--- src/rtl/cache_ctrl_if.sv ---
// CPU-port, cache and main-memory signal bundle for cache_ctrl.
// The controller attaches through the slave modport; the environment drives the master side.
interface cache_ctrl_if #(
    parameter int ADDR_W = 16,
    parameter int DATA_W = 8
);
    logic              req0;
    logic [ADDR_W-1:0] addr0;
    logic              ack0;
    logic              req1;
    logic              we1;
    logic [ADDR_W-1:0] addr1;
    logic [DATA_W-1:0] wdata1;
    logic              ack1;
    logic [DATA_W-1:0] rdata;
    logic              c_w_en;
    logic [ADDR_W-1:0] c_address;
    logic [DATA_W-1:0] c_wdata;
    logic [DATA_W-1:0] c_rdata;
    logic              c_hit;
    logic              mem_req;
    logic              mem_we;
    logic [ADDR_W-1:0] mem_addr;
    logic [DATA_W-1:0] mem_wdata;
    logic [DATA_W-1:0] mem_rdata;
    logic              mem_ready;

    modport slave (
        input  req0, addr0, req1, we1, addr1, wdata1,
        input  c_rdata, c_hit, mem_rdata, mem_ready,
        output ack0, ack1, rdata, c_w_en, c_address, c_wdata,
        output mem_req, mem_we, mem_addr, mem_wdata
    );

    modport master (
        output req0, addr0, req1, we1, addr1, wdata1,
        output c_rdata, c_hit, mem_rdata, mem_ready,
        input  ack0, ack1, rdata, c_w_en, c_address, c_wdata,
        input  mem_req, mem_we, mem_addr, mem_wdata
    );
endinterface

--- src/rtl/cache_ctrl.sv ---
// Two-port cache sequencer: round-robin arbitration, hit lookup, read-miss refill,
// write-through without write-allocate.
module cache_ctrl #(
    parameter int ADDR_W = 16,
    parameter int DATA_W = 8
) (
    input  logic         clk_1,
    input  logic         rst,
    cache_ctrl_if.slave  bus
);

    typedef enum logic [2:0] {
        IDLE,
        LOOKUP,
        MEM_RD,
        FILL,
        MEM_WR,
        CWRITE
    } state_t;

    state_t            state_q, state_d;
    logic              port_q;
    logic [ADDR_W-1:0] addr_q;
    logic              we_q;
    logic [DATA_W-1:0] wdata_q;
    logic              hit_q;
    logic [DATA_W-1:0] fill_q;
    logic              last_grant_q;
    logic              ack0_q, ack1_q;
    logic [DATA_W-1:0] rdata_q;

    logic              elig0, elig1;
    logic              do_grant, grant_port;
    logic              done;
    logic              load_rdata;
    logic [DATA_W-1:0] rdata_nxt;
    logic              capture_hit, capture_fill;

    // A port is skipped in its own ack cycle so a held req is not re-granted immediately.
    assign elig0 = bus.req0 & ~ack0_q;
    assign elig1 = bus.req1 & ~ack1_q;

    always_comb begin
        state_d       = state_q;
        do_grant      = 1'b0;
        grant_port    = 1'b0;
        done          = 1'b0;
        load_rdata    = 1'b0;
        rdata_nxt     = rdata_q;
        capture_hit   = 1'b0;
        capture_fill  = 1'b0;
        bus.c_w_en    = 1'b0;
        bus.c_wdata   = '0;
        bus.mem_req   = 1'b0;
        bus.mem_we    = 1'b0;
        bus.mem_wdata = '0;
        bus.c_address = (state_q == IDLE) ? '0 : addr_q;
        bus.mem_addr  = (state_q == IDLE) ? '0 : addr_q;

        case (state_q)
            IDLE: begin
                if (elig0 && elig1) begin
                    grant_port = ~last_grant_q;
                end else begin
                    grant_port = elig1;
                end
                do_grant = elig0 | elig1;
                if (do_grant) begin
                    state_d = LOOKUP;
                end
            end
            LOOKUP: begin
                if (we_q) begin
                    capture_hit = 1'b1;
                    state_d     = MEM_WR;
                end else if (bus.c_hit) begin
                    done       = 1'b1;
                    load_rdata = 1'b1;
                    rdata_nxt  = bus.c_rdata;
                    state_d    = IDLE;
                end else begin
                    state_d = MEM_RD;
                end
            end
            MEM_RD: begin
                bus.mem_req = 1'b1;
                if (bus.mem_ready) begin
                    capture_fill = 1'b1;
                    state_d      = FILL;
                end
            end
            FILL: begin
                bus.c_w_en  = 1'b1;
                bus.c_wdata = fill_q;
                done        = 1'b1;
                load_rdata  = 1'b1;
                rdata_nxt   = fill_q;
                state_d     = IDLE;
            end
            MEM_WR: begin
                bus.mem_req   = 1'b1;
                bus.mem_we    = 1'b1;
                bus.mem_wdata = wdata_q;
                if (bus.mem_ready) begin
                    if (hit_q) begin
                        state_d = CWRITE;
                    end else begin
                        done    = 1'b1;
                        state_d = IDLE;
                    end
                end
            end
            CWRITE: begin
                bus.c_w_en  = 1'b1;
                bus.c_wdata = wdata_q;
                done        = 1'b1;
                state_d     = IDLE;
            end
            default: state_d = IDLE;
        endcase
    end

    always_ff @(posedge clk_1) begin
        if (rst) begin
            state_q      <= IDLE;
            port_q       <= 1'b0;
            addr_q       <= '0;
            we_q         <= 1'b0;
            wdata_q      <= '0;
            hit_q        <= 1'b0;
            fill_q       <= '0;
            last_grant_q <= 1'b1;
            ack0_q       <= 1'b0;
            ack1_q       <= 1'b0;
            rdata_q      <= '0;
        end else begin
            state_q <= state_d;
            ack0_q  <= done & ~port_q;
            ack1_q  <= done & port_q;
            if (load_rdata) begin
                rdata_q <= rdata_nxt;
            end
            if (do_grant) begin
                port_q       <= grant_port;
                addr_q       <= grant_port ? bus.addr1 : bus.addr0;
                we_q         <= grant_port & bus.we1;
                wdata_q      <= bus.wdata1;
                last_grant_q <= grant_port;
            end
            if (capture_hit) begin
                hit_q <= bus.c_hit;
            end
            if (capture_fill) begin
                fill_q <= bus.mem_rdata;
            end
        end
    end

    assign bus.ack0  = ack0_q;
    assign bus.ack1  = ack1_q;
    assign bus.rdata = rdata_q;

endmodule

--- src/flat_wrapper.sv ---
// flat-port wrapper written by rule: the top's interface ports become plain ports
module cache_ctrl_flat 
#(
    parameter int ADDR_W = 16,
    parameter int DATA_W = 8
)
  (clk_1, rst, bus_req0, bus_addr0, bus_req1, bus_we1, bus_addr1, bus_wdata1, bus_c_rdata, bus_c_hit, bus_mem_rdata, bus_mem_ready, bus_ack0, bus_ack1, bus_rdata, bus_c_w_en, bus_c_address, bus_c_wdata, bus_mem_req, bus_mem_we, bus_mem_addr, bus_mem_wdata);
  cache_ctrl_if #(.ADDR_W(ADDR_W), .DATA_W(DATA_W)) bus_i ();
  input  logic clk_1;
  input  logic rst;
  input wire logic [$bits(bus_i.req0)-1:0] bus_req0;
  input wire logic [$bits(bus_i.addr0)-1:0] bus_addr0;
  input wire logic [$bits(bus_i.req1)-1:0] bus_req1;
  input wire logic [$bits(bus_i.we1)-1:0] bus_we1;
  input wire logic [$bits(bus_i.addr1)-1:0] bus_addr1;
  input wire logic [$bits(bus_i.wdata1)-1:0] bus_wdata1;
  input wire logic [$bits(bus_i.c_rdata)-1:0] bus_c_rdata;
  input wire logic [$bits(bus_i.c_hit)-1:0] bus_c_hit;
  input wire logic [$bits(bus_i.mem_rdata)-1:0] bus_mem_rdata;
  input wire logic [$bits(bus_i.mem_ready)-1:0] bus_mem_ready;
  output wire logic [$bits(bus_i.ack0)-1:0] bus_ack0;
  output wire logic [$bits(bus_i.ack1)-1:0] bus_ack1;
  output wire logic [$bits(bus_i.rdata)-1:0] bus_rdata;
  output wire logic [$bits(bus_i.c_w_en)-1:0] bus_c_w_en;
  output wire logic [$bits(bus_i.c_address)-1:0] bus_c_address;
  output wire logic [$bits(bus_i.c_wdata)-1:0] bus_c_wdata;
  output wire logic [$bits(bus_i.mem_req)-1:0] bus_mem_req;
  output wire logic [$bits(bus_i.mem_we)-1:0] bus_mem_we;
  output wire logic [$bits(bus_i.mem_addr)-1:0] bus_mem_addr;
  output wire logic [$bits(bus_i.mem_wdata)-1:0] bus_mem_wdata;
  assign bus_i.req0 = bus_req0;
  assign bus_i.addr0 = bus_addr0;
  assign bus_i.req1 = bus_req1;
  assign bus_i.we1 = bus_we1;
  assign bus_i.addr1 = bus_addr1;
  assign bus_i.wdata1 = bus_wdata1;
  assign bus_i.c_rdata = bus_c_rdata;
  assign bus_i.c_hit = bus_c_hit;
  assign bus_i.mem_rdata = bus_mem_rdata;
  assign bus_i.mem_ready = bus_mem_ready;
  assign bus_ack0 = bus_i.ack0;
  assign bus_ack1 = bus_i.ack1;
  assign bus_rdata = bus_i.rdata;
  assign bus_c_w_en = bus_i.c_w_en;
  assign bus_c_address = bus_i.c_address;
  assign bus_c_wdata = bus_i.c_wdata;
  assign bus_mem_req = bus_i.mem_req;
  assign bus_mem_we = bus_i.mem_we;
  assign bus_mem_addr = bus_i.mem_addr;
  assign bus_mem_wdata = bus_i.mem_wdata;
  cache_ctrl #(.ADDR_W(ADDR_W), .DATA_W(DATA_W)) u_core (.clk_1(clk_1), .rst(rst), .bus(bus_i));
endmodule
--- config.mk ---
export PLATFORM = sky130hd
export DESIGN_NAME = cache_ctrl_flat
export DESIGN_NICKNAME = d
export VERILOG_FILES = /design/src/rtl/cache_ctrl_if.sv /design/src/rtl/cache_ctrl.sv /design/src/flat_wrapper.sv
export SDC_FILE = /design/constraint.sdc
export NUM_CORES = 1
export LEC_CHECK = 0
export BUFFER_PORTS_ARGS = -buffer_cell sky130_fd_sc_hd__buf_2
export CORE_ASPECT_RATIO = 0.9
export CORE_UTILIZATION = 46
export CTS_BUF_LIST = sky130_fd_sc_hd__clkbuf_4 sky130_fd_sc_hd__clkbuf_8 sky130_fd_sc_hd__clkbuf_16
export CTS_CLUSTER_SIZE = 25
export DETAILED_ROUTE_END_ITERATION = 8
export GPL_TIMING_DRIVEN = 1
export PLACE_DENSITY = 0.78
export SLEW_MARGIN = 20
export SYNTH_ARGS = -nofsm -noshare
export SYNTH_HDL_FRONTEND = slang
export SYNTH_SLANG_ARGS = --single-unit
--- constraint.sdc ---
create_clock -name clk_1 -period 2.1 [get_ports clk_1]
set_input_delay 0.525 -clock clk_1 [delete_from_list [all_inputs] [get_ports clk_1]]
set_output_delay 0.525 -clock clk_1 [all_outputs]
set_load 0.02 [all_outputs]
==> run summary <==
clock sinks = 49
WS Path Type = register to primary output
worst reg2reg path startpoint = u_core.state_q[2]
synthesized instance count = 301
fmax = 489 MHz
ANT nets after route = 0
Lkg Pwr = 1.55 nW
Syn. warnings = 0
RR Endpoint = u_core.fill_q[3]
CP Capture Point = bus_c_address[11]
post-route setup slack = 0.0543 ns
clk_lat worst skew = 0.30 ns
vias = 2388
Slowest-stage cell, CP = dfxtp_1
routability cong. = 0.808
die height = 73.0 um
Yosys top cell area share = 0.381
R2R depth = 6
FF-to-FF setup slack = 0.42 ns
synth-to-layout area growth = 25.2%
Synth async-reset ratio = 0
layout cells sized above 1 = 0.413
Max H-tree Level = 2
IO Port Bufs = 123
Worst Setup SP = u_core.state_q[2]
Die X = 80.9 um
leading area contributor after synthesis = dfxtp_1
residual DRC count = 0
Core Util, Final = 0.606
adder-cell share of the synthesized area = 0
top_reg_cell synth = dfxtp_1
number of distinct library cells after synthesis = 37
CTS Root Cell = clkbuf_8
Required @ worst endpoint = 1.57 ns
hold slack = 0.451 ns
number of global-route vias before repair = 2146
Post-Synth Simple-Gate Area = 0.228
min Tclk post-route = 2.05 ns
most frequent cell after synthesis = dfxtp_1
area of the mapped netlist = 0.00257 mm^2
Syn Nets = 364
clk_skew = 0.00769 ns
Max Slew Vio Count = 0
maximum fanout along the worst path = 20
pin count of the biggest net entering global routing = 25
top cells by area, synth = dfxtp_1, nor2_1, mux2i_1, buf_4, nand2_1
initial antenna violation count = 0
Power per Cell Area = 745 mW/mm^2
Slowest Stage Delay on Critical Path = 0.34 ns
Yosys reg bits = 49
first-pass GRT wire length = 9.87 mm
Final Hold Viols = 0
Rows = 25
Core ar. = 0.00532 mm^2
Setup violations, final = 0
post-synthesis mux area share = 0.0661
Post-synth EDFFs = 0
period utilization = 0.974
register area share after synthesis = 0.381
Worst Max-Slew Pin Slew = 0.570 ns
main combinational cell family by area after synthesis = simple AND/OR/NAND/NOR gates
number of diodes = 0
top cells by count, synth = dfxtp_1, nor2_1, nand2_1, buf_4, a21oi_1
Max IR drop VDD = 346 uV
CTS tree = done
Nets = 464
die area = 0.00590 mm^2
Critical Path Sink Type = primary output
syn_area_per_cell = 8.55 um^2
worst-case clock buffer depth = 2
CTS buffer count = 5
initial core utilization = 0.484
total power = 2.40 mW
RSZ-0062 raised after global routing = true
DR iter-0 viols = 102
io pins = 124
Overflow after GRT = 0
max-cap violations = 0
Critical Path AT = 1.52 ns
total track usage = 0.214
cell chain of the critical path = buf_4 > nor3_4 > buf_8 > and2b_1 > buf_2
xor and xnor fraction of the mapped netlist area = 0
Detail Placement HPWL = 4.62 mm
min-delay worst type = input pin to register
Placement Setup Slack = 0.181 ns
TNS Setup = 0 ns
status = complete, no violations
Pre-antenna DRT Iters = 5
Synth Area in Compound Gates = 0.218
drt total wl = 6.28 mm
CP Launch Type = register
routed len/inst = 13.4 um
Worst slew margin = 0.619
CTS clock-pin slew for the worst setup and hold paths = 0.09 ns
Via-to-Cell Ratio = 5.09
## logic make-up after synthesis
kind of cell / after synthesis
AND/OR/NAND/NOR: 123
flip-flops: 49
AO/OA/AOI/OAI: 72
buffers and inverters: 40
multiplexers: 17
## metal layers
metal / wire [um] / share of wire / track usage / vias up
li1: - / - / - / 1208
met1: 3000 / 0.48 / 0.292 / 1107
met2: 2900 / 0.46 / 0.335 / 64
met3: 288 / 0.046 / 0.0425 / 9
met4: 81 / 0.013 / 0.0794 / 0
met5: 0 / 0 / 0 / -
## repair_timing
item                       in CTS  in global routing
hold buffers                    0                  0
hold endpoints to repair        0                  0
buffers inserted                0                  0
setup endpoints to repair      28                 34
resized for setup               3                  5
## area by class of cell
type,count,area [um^2]
Tap cell,67,83.8
Sequential cell,49,986
Multi-Input combinational cell,212,1330
Inverter,3,11.3
Fill cell,493,2090
Timing Repair Buffer,130,691
Clock inverter,1,30.0
Clock buffer,7,90.1
## cell usage in the layout (no fill, tap or decap), types with 8 or more instances in the layout
cell type	count
buf_2	122
dfxtp_1	47
nor2_1	45
nand2_1	38
a21oi_1	19
mux2i_1	17
a211oi_1	15
and2b_1	10
nor2b_1	9
and2_1	9
a21oi_2	9
a211oi_2	9
a22oi_1	8
## flip-flops by register name (all words and copies together), names as in the netlist
name,flops
u_core.fill_q,8
u_core.addr_q,16
u_core.bus.rdata,8
u_core.last_grant_q,1
u_core.we_q,1
u_core.hit_q,1
u_core.bus.ack0,1
u_core.wdata_q,8
u_core.port_q,1
u_core.bus.ack1,1
u_core.state_q,3
## power by group
| group | switching (mW) | internal, mW |
|---|---|---|
| combinational | 0.361 | 0.251 |
| sequential | 0.0568 | 1.01 |
| clock | 0.316 | 0.402 |
| total | 0.734 | 1.67 |
## through the flow
| step | area [um^2] | std cells |
|---|---|---|
| 2_1_floorplan | 2580 | 301 |
| 3_3_place_gp | 3080 | 461 |
| 3_5_place_dp | 3080 | 461 |
| 4_1_cts | 3210 | 469 |
| 5_1_grt | 3220 | 469 |
| 6_report | 3220 | 469 |
## worst max-delay path: cells and delay by family (launching register included)
family	cells	cell delay [ns]
flops	1	0.34
buf+inv	3	0.53
simple gates	2	0.35
## worst min-delay path by stage
stage,from,slack [ns],cells past startpoint,endpoint
3_5_place_dp,u_core.port_q,0.44,1,u_core.bus.ack0
3_3_place_gp,u_core.port_q,0.43,1,u_core.bus.ack0
5_1_grt,bus_addr0[0],0.46,3,u_core.addr_q[0]
2_1_floorplan,u_core.port_q,0.41,1,u_core.bus.ack0
4_1_cts,bus_wdata1[7],0.45,3,u_core.wdata_q[7]
6_report,bus_mem_rdata[2],0.45,3,u_core.fill_q[2]
Note: power is estimated with default switching activity, not from simulation.
